## config.mk

```make
export PLATFORM = sky130hd
export DESIGN_NAME = am2940_addr_word_datapath
export DESIGN_NICKNAME = d
export VERILOG_FILES = /design/src/rtl/am2940_addr_word_datapath.sv
export SDC_FILE = /design/constraint.sdc
export NUM_CORES = 1
export LEC_CHECK = 0
export ABC_AREA = 1
export BUFFER_PORTS_ARGS = -buffer_cell sky130_fd_sc_hd__buf_2
export CAP_MARGIN = 20
export CORE_MARGIN = 2
export CORE_UTILIZATION = 40
export CTS_BUF_LIST = sky130_fd_sc_hd__clkbuf_16
export CTS_CLUSTER_SIZE = 12
export DETAILED_ROUTE_END_ITERATION = 10
export MAX_ROUTING_LAYER = met4
export SETUP_SLACK_MARGIN = 0.3
export SYNTH_ARGS = -nofsm -noshare
export SYNTH_HDL_FRONTEND = slang
export SYNTH_SLANG_ARGS = --single-unit
```

## constraint.sdc

```tcl
create_clock -name clk -period 2.3 [get_ports clk]
set_clock_uncertainty 0.05 [all_clocks]
set_input_delay 0.345 -clock clk [delete_from_list [all_inputs] [get_ports clk]]
set_output_delay 0.345 -clock clk [all_outputs]
set_load 0.005 [all_outputs]
```

## src/rtl/am2940_addr_word_datapath.sv

```systemverilog
// Am2940-style address/word datapath: address and word registers/counters, control register,
// carries, readback and DONE. Define AM2940_DONE_REG_EN for a registered, sticky done flag.
module am2940_addr_word_datapath #(
  parameter int unsigned WIDTH = 8
) (
  input  logic             clk,
  input  logic             rst_n,
  input  logic [WIDTH-1:0] d_in,
  input  logic             plar,
  input  logic             plwr,
  input  logic             plcr,
  input  logic             plac,
  input  logic             plwc,
  input  logic             sela,
  input  logic             selw,
  input  logic [1:0]       seld,
  input  logic             ena,
  input  logic             inca,
  input  logic             deca,
  input  logic             resw,
  input  logic             enw,
  input  logic             incw,
  input  logic             decw,
  input  logic             oedata,
  input  logic             aci_n,
  input  logic             wci_n,
  output logic [WIDTH-1:0] addr,
  output logic [WIDTH-1:0] d_out,
  output logic             d_oe,
  output logic [2:0]       cr,
  output logic             aco_n,
  output logic             wco_n,
  output logic             done
);

  localparam int unsigned CRW = 3;
  localparam logic [WIDTH-1:0] ALL_ONES = {WIDTH{1'b1}};
  localparam logic [WIDTH-1:0] ZERO     = {WIDTH{1'b0}};
  localparam logic [WIDTH-1:0] ONE      = WIDTH'(1);

  logic [WIDTH-1:0] ar, ac, wr, wc;
  logic             a_cnt, w_cnt;
  logic             a_up, a_dn, w_up, w_dn;
  logic             done_cond;

  // Count qualifiers: enabled, carry-in asserted, and exactly one direction.
  assign a_up  = inca & ~deca;
  assign a_dn  = deca & ~inca;
  assign w_up  = incw & ~decw;
  assign w_dn  = decw & ~incw;
  assign a_cnt = ena & ~aci_n & (a_up | a_dn);
  assign w_cnt = enw & ~wci_n & (w_up | w_dn);

  // Address, word and control registers.
  always_ff @(posedge clk or negedge rst_n) begin
    if (!rst_n) begin
      ar <= ZERO;
      ac <= ZERO;
      wr <= ZERO;
      wc <= ZERO;
      cr <= 3'b000;
    end else begin
      if (plcr) cr <= d_in[CRW-1:0];
      if (plar) ar <= d_in;
      if (plwr) wr <= d_in;

      if (plac)       ac <= sela ? ar : d_in;
      else if (a_cnt) ac <= a_up ? ac + ONE : ac - ONE;

      if (resw)       wc <= ZERO;
      else if (plwc)  wc <= selw ? wr : d_in;
      else if (w_cnt) wc <= w_up ? wc + ONE : wc - ONE;
    end
  end

  assign addr = ac;
  assign d_oe = oedata;

  // Carry-outs flag a counter sitting at its terminal value in the active direction.
  always_comb begin
    aco_n = 1'b1;
    wco_n = 1'b1;
    if (ena && !aci_n && ((a_up && ac == ALL_ONES) || (a_dn && ac == ZERO))) aco_n = 1'b0;
    if (enw && !wci_n && ((w_up && wc == ALL_ONES) || (w_dn && wc == ZERO))) wco_n = 1'b0;
  end

  always_comb begin
    d_out = ZERO;
    if (oedata) begin
      if (seld[1])      d_out = {{(WIDTH-CRW){1'b1}}, cr};
      else if (seld[0]) d_out = wc;
      else              d_out = ac;
    end
  end

  // Transfer-complete condition selected by the control register mode bits.
  always_comb begin
    done_cond = 1'b0;
    case (cr[1:0])
      2'b00:   done_cond = (wc == ONE);
      2'b01:   done_cond = (wc == wr - ONE);
      2'b10:   done_cond = (ac == wr);
      default: done_cond = (wc == ALL_ONES);
    endcase
  end

`ifdef AM2940_DONE_REG_EN
  logic done_q;

  // Sticky until a new transfer is set up by a counter or control load.
  always_ff @(posedge clk or negedge rst_n) begin
    if (!rst_n)                           done_q <= 1'b0;
    else if (plac || plwc || resw || plcr) done_q <= 1'b0;
    else                                  done_q <= done_q | done_cond;
  end

  assign done = done_q;
`else
  assign done = done_cond;
`endif

endmodule

```

==> flow_metrics.env <==
export IMPL_ys_types=35
export IMPL_fin_crit_sh=0.9518
export IMPL_fmax_ghz=0.4568
export IMPL_grt_max_degree=36
export IMPL_synth_compound_area_share=0.2113
export IMPL_grt_pass1_wl_um=14010
export IMPL_cts_htree_levels=2
export IMPL_clock_latency_ns=0.28
export IMPL_syn_area_um2=2932
export IMPL_yosys_warnings=0
export IMPL_timing_worst_setup_path_type="flip-flop to output pin"
export IMPL_critPathMostFrequentCell="nor2_1"
export IMPL_yosys_mux_area_fraction=0.003841
export IMPL_worst_setup_path_start_kind="flip-flop"
export IMPL_fin_crit_ns=2.189
export IMPL_synth_edf_count=0
export IMPL_drt_pass1_iter_count=4
export IMPL_dpl_hpwl_um=6676
export IMPL_maxCapViolCount=0
export IMPL_grt_usage=0.2384
export IMPL_yosysSeqAreaShare=0.2988
export IMPL_syn_nets=495
export IMPL_synth_adder_area_share=0.07085
export IMPL_clock_tree_root_cell="clkbuf_16"
export IMPL_hold_path_class="input port to asynchronous set/reset pin"
export IMPL_drt_iter0_drc=196
export IMPL_async_flop_share=1.000
export IMPL_row_count=31
export IMPL_detail_route_antenna_nets=0
export IMPL_n_fill_cell=724
export IMPL_grt_pass1_vias=2711
export IMPL_place_congestion=0.9037
export IMPL_max_stage_delay_ns=0.41
export IMPL_rsz0062_at_grt="yes"
export IMPL_yosys_area_top_type="dfrtp_1"
export IMPL_synth_xor_area_frac=0.02390
export IMPL_yosysMostFrequentCell="nand2_1"
export IMPL_worstMarginPinSlew_ns=0.8466
export IMPL_slowest_stage="dfrtp_1"
export IMPL_cts_max_path_buffers=2
export IMPL_synthCells=450
export IMPL_synth_commonest_cells="94 x nand2_1, 64 x inv_1, 63 x o21ai_0, 36 x nand3_1, 35 x dfrtp_1"
export IMPL_setup_slack_ns=0.1109
export IMPL_setup_violations_final=0
export IMPL_cts_reportedPaths_clkPinSlew_ns=0.06
export IMPL_diodes=0
export IMPL_cp_max_fo=4
export IMPL_dieWidth_um=89.61
export IMPL_nNetsFinal=557
export IMPL_ios=52
export IMPL_die_area_um2=8030
export IMPL_vias_per_cell=5.147
export IMPL_start_util=0.4085
export IMPL_syn_to_final_growth_pct=22.79
export IMPL_hold_worst_slack_ns=0.1169
export IMPL_clkSinkCount=35
export IMPL_maxSlewViolCount=0
export IMPL_crit_family="simple AND/OR/NAND/NOR gates"
export IMPL_avgRoutedWirePerCell_um=14.52
export IMPL_avgSynthCellArea_um2=6.515
export IMPL_portBuffers=51
export IMPL_cts_buffers=5
export IMPL_synth_simple_area_share=0.2778
export IMPL_crit_path_end_kind="output pin"
export IMPL_synth_top_area_share=0.2988
export IMPL_antenna_found_initial=0
export IMPL_finalWirelength_um=8884
export IMPL_cp_data_arrival_time_ns=1.79
export IMPL_ys_seq_elements=35
export IMPL_required_ns=1.90
export IMPL_num_vias=3150
export IMPL_p_leak_nw=1.827
export IMPL_cp_num_buf_inv=4
export IMPL_final_hold_violation_count=0
export IMPL_core_um2=7176
export IMPL_relSlewSlack=0.4356
export IMPL_synth_ff_type="dfrtp_1"
export IMPL_ir_drop_v=0.0002883
export IMPL_drive_gt1_frac=0.2164
export IMPL_power_total_mw=2.383
export IMPL_power_density_nw_per_um2=662.0
export IMPL_grt_overflow_total=0
export IMPL_synth_area_top_cells="dfrtp_1 30%, nand2_1 12%, o21ai_0 11%, inv_1 8.2%, ha_1 6.4%"
export IMPL_cts_tree="yes"
export IMPL_drc=0
export IMPL_pre_cts_ws_ns=0.2094
export IMPL_status="complete, no violations"
export IMPL_path_cells="buf_6 -> nor2_4 -> nand2_4 -> inv_2 -> nand2_1 -> nand2_1 -> inv_2 -> nor2_2 -> nand3_1 -> nor2_1 -> nor2_1 -> nor2_1 -> buf_2"
export IMPL_synth_top_family_by_area="simple AND/OR/NAND/NOR gates"
export IMPL_dieHeight_um=89.61
[timing repair]
item / 4_1_cts / 5_1_grt
hold endpoints to repair: 0 / 0
endpoints found under the setup margin: 2 / 3
gates cloned: 0 / 0
pin swaps: 3 / 15
buffers inserted: 4 / 9
gates resized for setup: 11 / 15
hold buffers: 0 / 0
[through the flow]
stage / setup TNS (ns) / cell area (µm²) / instances / utilization
2_1_floorplan: 0 / 2932 / 450 / -
3_3_place_gp: 0 / 3274 / 591 / 0.4563
3_5_place_dp: 0 / 3274 / 591 / 0.4563
4_1_cts: 0 / 3478 / 603 / 0.4847
5_1_grt: -0.01534 / 3600 / 612 / 0.5017
6_report: 0 / 3600 / 612 / 0.5017
[kinds of logic (layout without fill, tap and decap cells)]
kind of cell               Yosys count  after routing
and+or+nand+nor                    187            187
AOI/OAI and AO/OA                  117            117
buffers and inverters               86            149
DFF                                 35             35
adders and majority gates           16             16
xor gates and xnor gates             8              8
muxes                                1              1
[where the power goes]
group | leakage, nW | total [mW] | switching, mW | internal, mW
combinational | 1.35 | 0.874 | 0.521 | 0.353
clock | 0.0674 | 0.687 | 0.287 | 0.400
sequential | 0.413 | 0.822 | 0.123 | 0.699
total | 1.83 | 2.38 | 0.931 | 1.45
[layout make-up]
| type | instances | area [µm²] | share of cell area |
|---|---|---|---|
| Tap cell | 99 | 123.9 | 0.03441 |
| Inverter | 75 | 281.5 | 0.07821 |
| Multi-Input combinational cell | 329 | 1775 | 0.4932 |
| Sequential cell | 35 | 889.6 | 0.2471 |
| Clock buffer | 5 | 125.1 | 0.03476 |
| Timing Repair Buffer | 66 | 384.1 | 0.1067 |
| Clock inverter | 3 | 20.02 | 0.005561 |
[final timing paths]
check	endpoint	from	slack [ns]	cells after the start
worst max-delay path	done	wr[1]$_DFFE_PN0P_	0.11	13
worst min-delay path	addr[3]$_DFFE_PN0P_	rst_n	0.12	1
worst max register to register	addr[4]$_DFFE_PN0P_	addr[0]$_DFFE_PN0P_	0.49	7
worst min register to register	ar[2]$_DFFE_PN0P_	ar[2]$_DFFE_PN0P_	0.47	1
max in group asynchronous	wc[5]$_DFFE_PN0P_	rst_n	1.49	1
min in group clk	cr[2]$_DFFE_PN0P_	plcr	0.27	2
[metal layers]
layer | share of wire | track usage | vias up
met2 | 0.44 | 0.3590 | 86
met3 | 0.059 | 0.02194 | 11
met4 | 0.017 | 0.06920 | 0
met1 | 0.49 | 0.3411 | 1443
li1 | - | - | 1610
met5 | 0 | - | -
[sequential cells by signal, summed over array words and instances (netlist names)]
register,count
cr,3
ar,8
wr,8
wc,8
addr,8
[placed cells by master (no fill, tap or decap), types with 2 or more instances in the layout]
| master | n |
|---|---|
| o21ai_1 | 9 |
| buf_2 | 51 |
| nand4_1 | 11 |
| xor2_1 | 5 |
| o211ai_1 | 3 |
| buf_4 | 13 |
| dfrtp_1 | 24 |
| a21oi_1 | 27 |
| xnor2_1 | 3 |
| nor2_1 | 30 |
| a31oi_1 | 3 |
| nand2_1 | 93 |
| nand2_2 | 2 |
| nand3_1 | 36 |
| o22ai_1 | 7 |
| o21ai_0 | 63 |
| inv_1 | 61 |
| inv_2 | 13 |
| nor2_4 | 4 |
| clkbuf_16 | 5 |
| nor2_2 | 3 |
| clkinv_1 | 2 |
| nand3b_1 | 2 |
| ha_1 | 14 |
| dfrtp_2 | 11 |
Note: power is estimated with default switching activity, not from simulation.
